--- config.mk ---
export PLATFORM = sky130hd
export DESIGN_NAME = fetch_sequencer
export DESIGN_NICKNAME = d
export VERILOG_FILES = /design/src/rtl/fetch_pkg.sv /design/src/rtl/fetch_pc_gen.sv /design/src/rtl/fetch_sequencer.sv
export SDC_FILE = /design/constraint.sdc
export NUM_CORES = 1
export LEC_CHECK = 0
export CAP_MARGIN = 20
export CORE_MARGIN = 2
export CORE_UTILIZATION = 44
export DETAILED_ROUTE_END_ITERATION = 6
export PLACE_DENSITY = 0.8
export SETUP_SLACK_MARGIN = 0.2
export SYNTH_ARGS = -nofsm -noshare
export SYNTH_HDL_FRONTEND = slang
export SYNTH_SLANG_ARGS = --single-unit
--- constraint.sdc ---
create_clock -name clk -period 3 [get_ports clk]
set_input_delay 0.3 -clock clk [delete_from_list [all_inputs] [get_ports clk]]
set_output_delay 0.3 -clock clk [all_outputs]
set_load 0.005 [all_outputs]
--- src/rtl/fetch_pkg.sv ---
// Shared types and constants for the instruction fetch sequencer.
package fetch_pkg;

  typedef enum logic [1:0] {
    IDLE  = 2'd0,
    REQ   = 2'd1,
    WAIT  = 2'd2,
    DRAIN = 2'd3
  } fetch_state_e;

  typedef enum logic [1:0] {
    PC_HOLD     = 2'd0,
    PC_INC      = 2'd1,
    PC_REDIRECT = 2'd2
  } pc_sel_e;

  localparam int unsigned INSTR_BYTES = 4;
  localparam logic [31:0] NOP = 32'h0000_0013;

  // Sequential successor; wraps modulo 2^32.
  function automatic logic [31:0] next_seq_pc(input logic [31:0] pc);
    return pc + 32'(INSTR_BYTES);
  endfunction

endpackage

--- src/rtl/fetch_pc_gen.sv ---
// Program counter register with hold / sequential / redirect next-pc selection.
module fetch_pc_gen
  import fetch_pkg::*;
#(
  parameter logic [31:0] RESET_PC = 32'h0000_0000
) (
  input  logic        clk,
  input  logic        rst_n,
  input  pc_sel_e     sel_i,
  input  logic [31:0] redirect_pc_i,
  output logic [31:0] pc_o
);

  logic [31:0] pc_q;
  logic [31:0] pc_d;

  always_comb begin
    pc_d = pc_q;
    case (sel_i)
      PC_INC:      pc_d = next_seq_pc(pc_q);
      PC_REDIRECT: pc_d = redirect_pc_i;
      default:     pc_d = pc_q;
    endcase
  end

  always_ff @(posedge clk) begin
    if (!rst_n) pc_q <= RESET_PC;
    else        pc_q <= pc_d;
  end

  assign pc_o = pc_q;

endmodule

--- src/rtl/fetch_sequencer.sv ---
// Fetch sequencer: owns the PC, issues one imem request at a time, fills the IF slot.
// Optional perf counters (perf_fetched, perf_stall_cyc) exist only with FETCH_PERF_EN defined.
module fetch_sequencer
  import fetch_pkg::*;
#(
  parameter logic [31:0] RESET_PC = 32'h0000_0000
`ifdef FETCH_PERF_EN
  ,
  parameter int unsigned PERF_W   = 32
`endif
) (
  input  logic         clk,
  input  logic         rst_n,
  input  logic         stall,
  input  logic         redirect_valid,
  input  logic [31:0]  redirect_pc,
  output logic         imem_req_valid,
  output logic [31:0]  imem_req_addr,
  input  logic         imem_req_ready,
  input  logic         imem_rsp_valid,
  input  logic [31:0]  imem_rsp_data,
  output logic         if_valid,
  output logic [31:0]  if_pc,
  output logic [31:0]  if_instr,
  output fetch_state_e dbg_state
`ifdef FETCH_PERF_EN
  ,
  output logic [PERF_W-1:0] perf_fetched,
  output logic [PERF_W-1:0] perf_stall_cyc
`endif
);

  // Handshake: a request transfers on a cycle where imem_req_valid && imem_req_ready;
  // valid may be withdrawn or retargeted before that. Each transfer yields exactly one
  // imem_rsp_valid pulse later; the slot is consumed on a cycle where if_valid && !stall.

  fetch_state_e state_q, state_d;
  logic         if_valid_q, if_valid_d;
  logic [31:0]  if_pc_q, if_pc_d;
  logic [31:0]  if_instr_q, if_instr_d;
  logic [31:0]  pc;
  pc_sel_e      pc_sel;
  logic         fill;
  logic         slot_free;

  fetch_pc_gen #(
    .RESET_PC (RESET_PC)
  ) u_pc_gen (
    .clk           (clk),
    .rst_n         (rst_n),
    .sel_i         (pc_sel),
    .redirect_pc_i (redirect_pc),
    .pc_o          (pc)
  );

  assign slot_free = !if_valid_q || !stall;

  always_comb begin
    state_d        = state_q;
    pc_sel         = PC_HOLD;
    fill           = 1'b0;
    imem_req_valid = 1'b0;
    if_valid_d     = if_valid_q && stall;
    if_pc_d        = if_pc_q;
    if_instr_d     = if_instr_q;

    case (state_q)
      IDLE: state_d = REQ;
      REQ: begin
        imem_req_valid = slot_free;
        if (redirect_valid) begin
          pc_sel = PC_REDIRECT;
          // An accepted request is already at imem; its response must be drained.
          if (slot_free && imem_req_ready) state_d = DRAIN;
        end else if (slot_free && imem_req_ready) begin
          state_d = WAIT;
        end
      end
      WAIT: begin
        if (redirect_valid) begin
          pc_sel  = PC_REDIRECT;
          state_d = imem_rsp_valid ? REQ : DRAIN;
        end else if (imem_rsp_valid) begin
          fill    = 1'b1;
          pc_sel  = PC_INC;
          state_d = REQ;
        end
      end
      DRAIN: begin
        if (redirect_valid) pc_sel = PC_REDIRECT;
        if (imem_rsp_valid) state_d = REQ;
      end
      default: state_d = IDLE;
    endcase

    if (fill) begin
      if_valid_d = 1'b1;
      if_pc_d    = pc;
      if_instr_d = imem_rsp_data;
    end
    if (redirect_valid && state_q != IDLE) if_valid_d = 1'b0;
  end

  always_ff @(posedge clk) begin
    if (!rst_n) begin
      state_q    <= IDLE;
      if_valid_q <= 1'b0;
      if_pc_q    <= 32'h0;
      if_instr_q <= 32'h0;
    end else begin
      state_q    <= state_d;
      if_valid_q <= if_valid_d;
      if_pc_q    <= if_pc_d;
      if_instr_q <= if_instr_d;
    end
  end

  assign imem_req_addr = pc;
  assign if_valid      = if_valid_q;
  assign if_pc         = if_pc_q;
  assign if_instr      = if_instr_q;
  assign dbg_state     = state_q;

`ifdef FETCH_PERF_EN
  logic [PERF_W-1:0] fetched_q;
  logic [PERF_W-1:0] stall_cyc_q;

  always_ff @(posedge clk) begin
    if (!rst_n) begin
      fetched_q   <= '0;
      stall_cyc_q <= '0;
    end else begin
      if (fill)                fetched_q   <= fetched_q + PERF_W'(1);
      if (if_valid_q && stall) stall_cyc_q <= stall_cyc_q + PERF_W'(1);
    end
  end

  assign perf_fetched   = fetched_q;
  assign perf_stall_cyc = stall_cyc_q;
`endif

endmodule
# Word-level counts from Yosys, hierarchy flattened
# Cells that the tools add are included.
# word_totals
reg_bits	99
input_bits	70
output_inout_bits	100
word_cells	41
# op_classes
add_sub_neg	1
eq_ne	6
muxes	17
bitwise	1
reduce_logical	11
# ops
cell	n
case mux 32 bit (2 select lines)	1
adder 32 x 3 -> 32 bit (second input constant)	1
2-to-1 mux 2 bit	8
case mux 2 bit (4 select lines)	1
equality test 2 bit (second input constant)	3
2-to-1 mux 1 bit	6
equality test 2 x 1 -> 1 bit (second input constant)	2
case mux 2 bit (2 select lines)	1
nonzero test 2 bit	2
OR reduction 2 bit	2
logical AND 1 bit	3
logical NOT 1 bit	2
logical NOT 2 bit	1
!= test 2 bit (second input constant)	1
logical OR 1 bit	1
NOT 1 bit	1

# Depth between registers and ports, before layout
# logic_depth
depth_word	6
mapped_depth	10
mapped_depth_nobuf	7

# Cells and area by module
# A second synthesis with hierarchy kept.
# hier_totals
hier_cells	577
hier_area_um2	4588.2
# modules_own_cells
module	instances	cells_each	area_per_inst_um2	seq_area_each_um2
fetch_sequencer	1	301	2481.1	1341.3
fetch_pc_gen	1	276	2107.0	640.6

# Worst setup path before layout
# Ideal clock, no wire load.
# synth_path
path_kind	register to register
from	register state_q[0], in the netlist dbg_state[0]
to	register u_pc_gen.pc_q[25], in the netlist u_pc_gen.pc_o[25]
setup_ps	62
arrival_time_ps	2405
required_time_ps	2938
setup_slack_ps	532
path_stages_with_launch	9
n_path_buf	2
period_less_slack_ps	2468
path_cell_list	dfxtp_1 > nor4bb_1 > inv_1 > clkbuf_1 > ha_1 > clkbuf_1 > or3b_2 > or4_1 > nand3_1
# synth_between
elab_chain_len	5
word_cells_on_any_way	9
classes_between	eq/ne: 5; mux: 2; reduce/logical: 2
# synth_lines
element	line	text
start: declaration	fetch_sequencer.sv:37	fetch_state_e state_q, state_d;
start signal: assignment	fetch_sequencer.sv:111	state_q <= state_d;
equality test 2 bit or equality test 2 x 1 -> 1 bit (tied branches)	fetch_sequencer.sv:67	case (state_q)
OR reduction 2 bit (no source line)	n/a	
case mux 2 bit (2 select lines) (*)	fetch_sequencer.sv:67	
equality test 2 bit or equality test 2 x 1 -> 1 bit (tied branches)	fetch_pc_gen.sv:19	case (sel_i)
case mux 32 bit (2 select lines) or nonzero test 2 bit (tied branches)	n/a	
end signal: assignment	fetch_pc_gen.sv:28	else pc_q <= pc_d;
end: declaration	fetch_pc_gen.sv:14	logic [31:0] pc_q;
# Every way passes the cells marked *; elsewhere a longest branch is shown, timed or not.
# A chain may end at the register's enable or synchronous reset.

# Final worst setup path
# layout_path
from	input port redirect_valid
to	register u_pc_gen.pc_q[25], in the netlist u_pc_gen.pc_o[25]
# layout_between
elab_chain_len	4
word_cells_on_any_way	7
classes_between	eq/ne: 2; mux: 4; reduce/logical: 1
# layout_lines
element	line	text
start: declaration	fetch_sequencer.sv:15	input logic redirect_valid,
2-to-1 mux 2 bit, on equally long branches	fetch_sequencer.sv:80, fetch_sequencer.sv:71, fetch_sequencer.sv:90	
case mux 2 bit (2 select lines) (*)	fetch_sequencer.sv:67	
equality test 2 bit or equality test 2 x 1 -> 1 bit (tied branches)	fetch_pc_gen.sv:19	
case mux 32 bit (2 select lines) or nonzero test 2 bit (tied branches)	n/a	
# Marks and branches as above.

==> flow_summary.toml <==
[sta]
setup_viol = 0
timing.final.crit_share_pct = 77.6
hold_viol = 0
max_slew_margin_pct = 54.2
slew_viol_final = 0
rsz0062_at_grt = "no"
fin_crit_ns = 2.33
worst_slew_pin_slew_ns = 0.688
fmax_ghz = 0.430
clock-skew-final_ns = 0.0134
tns_ns = 0

[worst_setup_path]
crit_arrival_ns = 2.63
crit_fanout = 5
critPathKind = "in2reg"
cp-end-kind = "flop"
worstPathRequired_ns = 3.30
startpoint_type = "primary input"

[global_routing]
globalRouteOverflowTotal = 0
first_global_vias = 4495
grt_usage_pct = 25.5
grt_start_max_net_pins = 66
grt_first_pass_wirelength_um = 22700
grt_antenna_before_repair = 0

[synthesis]
synth.distinct_cells = 58
synthArstFlopShare_pct = 0
avgSynthCellArea_um2 = 7.74
synth_edf_count = 0
synth_fp_nets = 651
ys_top_cells_by_area = "dfxtp_1 44%, nand2_1 13%, a21oi_1 9.4%, clkbuf_1 3.1%, nor2_1 2.2%"
yosysMostFrequentCell = "nand2_1"
synth-seq-area-share_pct = 44.3
synth.top_cell.area_share_pct = 44.3
syn_inst = 578
synth_common_cells = "159 x nand2_1, 99 x dfxtp_1, 84 x a21oi_1"
yosysWarnings = 0
syn_area_um2 = 4470
synth-seq-cells = 99
yosys.area.top_type = "dfxtp_1"
synth_flop_cell = "dfxtp_1"

[power_and_ir_drop]
cellLeakagePower_nw = 2.10
ir_drop_mv = 0.256
power_density_nw_per_um2 = 417

[finish]
areaGrowthSynthToFinish_pct = 45.6
fin_nets = 797
regArea_um2 = 1980
final_core_util_pct = 66.3
n_antenna_cell = 0
multi_input_area_um2 = 2300
drive_above_1_share_pct = 6.58
fillers = 859

[clock_tree]
cts_tree = "done"
clock_latency_ns = 0.36
cts.repair.resized = 0
clockBufferDepth = 2
ctsHoldBuffers = 0
numCtsBuffers = 9
htree_levels = 3
path_clk_slew_ns = 0.09
cts.sinks = 99
root_buffer = "clkbuf_8"
postCtsSetupRepairBufs = 0

[place]
place.gp.congestion = 0.886
dpl.hpwl_um = 9940
place.port_buffers = 169

[floorplan]
ioPinCount = 170
die_width_um = 105
initial_core_util_pct = 45.6
dieArea_um2 = 11000
num_rows = 36
core_area_um2 = 9820
die_h_um = 105

[detailed_routing]
drtPass1Iterations = 5
vias = 4866
route.detailed.drc = 0
drtIter0Drc = 311
viasPerCell = 5.65
final_antenna_net_count = 0
routed_wirelength_um = 14200
wire_per_inst_um = 16.5

[min_path]
min_path_type = "reg2reg"

[run_status]
status = "finished, final reports clean"

[run]
maxCapViolCount = 0
[through the flow]
stage | std cells | instance area [um2] | hold WS (ns) | setup slack [ns] | power, mW
after global placement | 846 | 6280 | 0.441 | 0.374 | 1.76
final | 862 | 6510 | 0.457 | 0.672 | 2.71
after floorplan | 578 | 4470 | 0.417 | 0.532 | 1.55
after global routing | 862 | 6510 | 0.465 | 0.577 | 2.82
after CTS | 862 | 6510 | 0.453 | 0.705 | 2.73
after detailed placement | 846 | 6280 | 0.446 | 0.330 | 1.76
[state kept, by name, indices dropped and copies added (netlist names)]
name           cells
dbg_state          2
if_instr          32
u_pc_gen.pc_o     32
if_pc             32
if_valid           1
[report_power, final]
group | switching [mW] | total [mW] | internal [mW] | leakage [nW]
clock | 0.461 | 0.976 | 0.515 | 0.113
sequential | 0.0474 | 1.39 | 1.34 | 0.800
combinational | 0.149 | 0.349 | 0.201 | 1.19
total | 0.657 | 2.71 | 2.06 | 2.10
[final timing paths]
path	from	end	slack (ns)	depth (start not counted)
max	redirect_valid	u_pc_gen.pc_o[25]	0.67	7
min reg2reg	if_pc[30]	if_pc[30]	0.46	2
max reg2reg	dbg_state[1]	u_pc_gen.pc_o[25]	0.72	6
min	if_pc[30]	if_pc[30]	0.46	2
[placed cells by master (no fill, tap or decap), types with 3 or more instances in the layout]
master           netlist  routed
clkdlybuf4s50_1        0     169
nand2_1              159     159
dfxtp_1               99      99
a21oi_1               84      84
nor2_1                26      26
nand3_1               14      14
nand4_1               13      13
clkbuf_8               0      11
buf_4                  0      11
o211ai_1               9       9
nor4_1                 9       9
and3_1                 7       7
a31oi_1                7       7
mux2i_1                6       6
nor3_1                 6       6
o221a_2                6       6
o21ai_0                5       5
a22oi_1                5       5
and4_1                 4       4
mux2_2                 4       4
nand2b_1               4       4
a211oi_1               4       4
o21a_1                 3       3
or4_1                  3       3
o22ai_1                3       3
inv_1                  4       3
o31ai_1                3       3
ha_1                   3       3
[cell type report]
class	count	area share [%]
clock buffer	12	2.38
clock inverter	4	1.11
inverter	7	0.403
multi-input combinational	425	35.3
sequential	99	30.4
tap	133	2.56
timing repair buffer	182	27.9
[cells by family (layout without fill, tap and decap cells)]
kind of cell    after synthesis  in the layout  share of synthesized area (%)
simple gates                263            263                           26.9
compound gates              149            149                           20.9
flops                        99             99                           44.3
buf+inv                      54            205                           4.73
mux                          10             10                           2.35
fa+ha+maj                     3              3                          0.839
[worst max-delay path, cell delays in order]
cell             delay [ns]
clkdlybuf4s50_1        0.49
nor4bb_4               0.33
inv_2                  0.08
ha_1                   0.36
or3b_2                 0.53
or4_1                  0.43
nand3_1                0.10
[metal layers]
metal	wire length [um]	vias up	GRT usage (%)	share of wire [%]
met5	0	-	0	0
met4	235	0	8.48	1.7
met3	1080	23	5.49	7.6
met2	7050	203	42.5	50
met1	5840	2303	32.6	41
li1	-	2337	-	-
(Power assumes the default switching activity.)
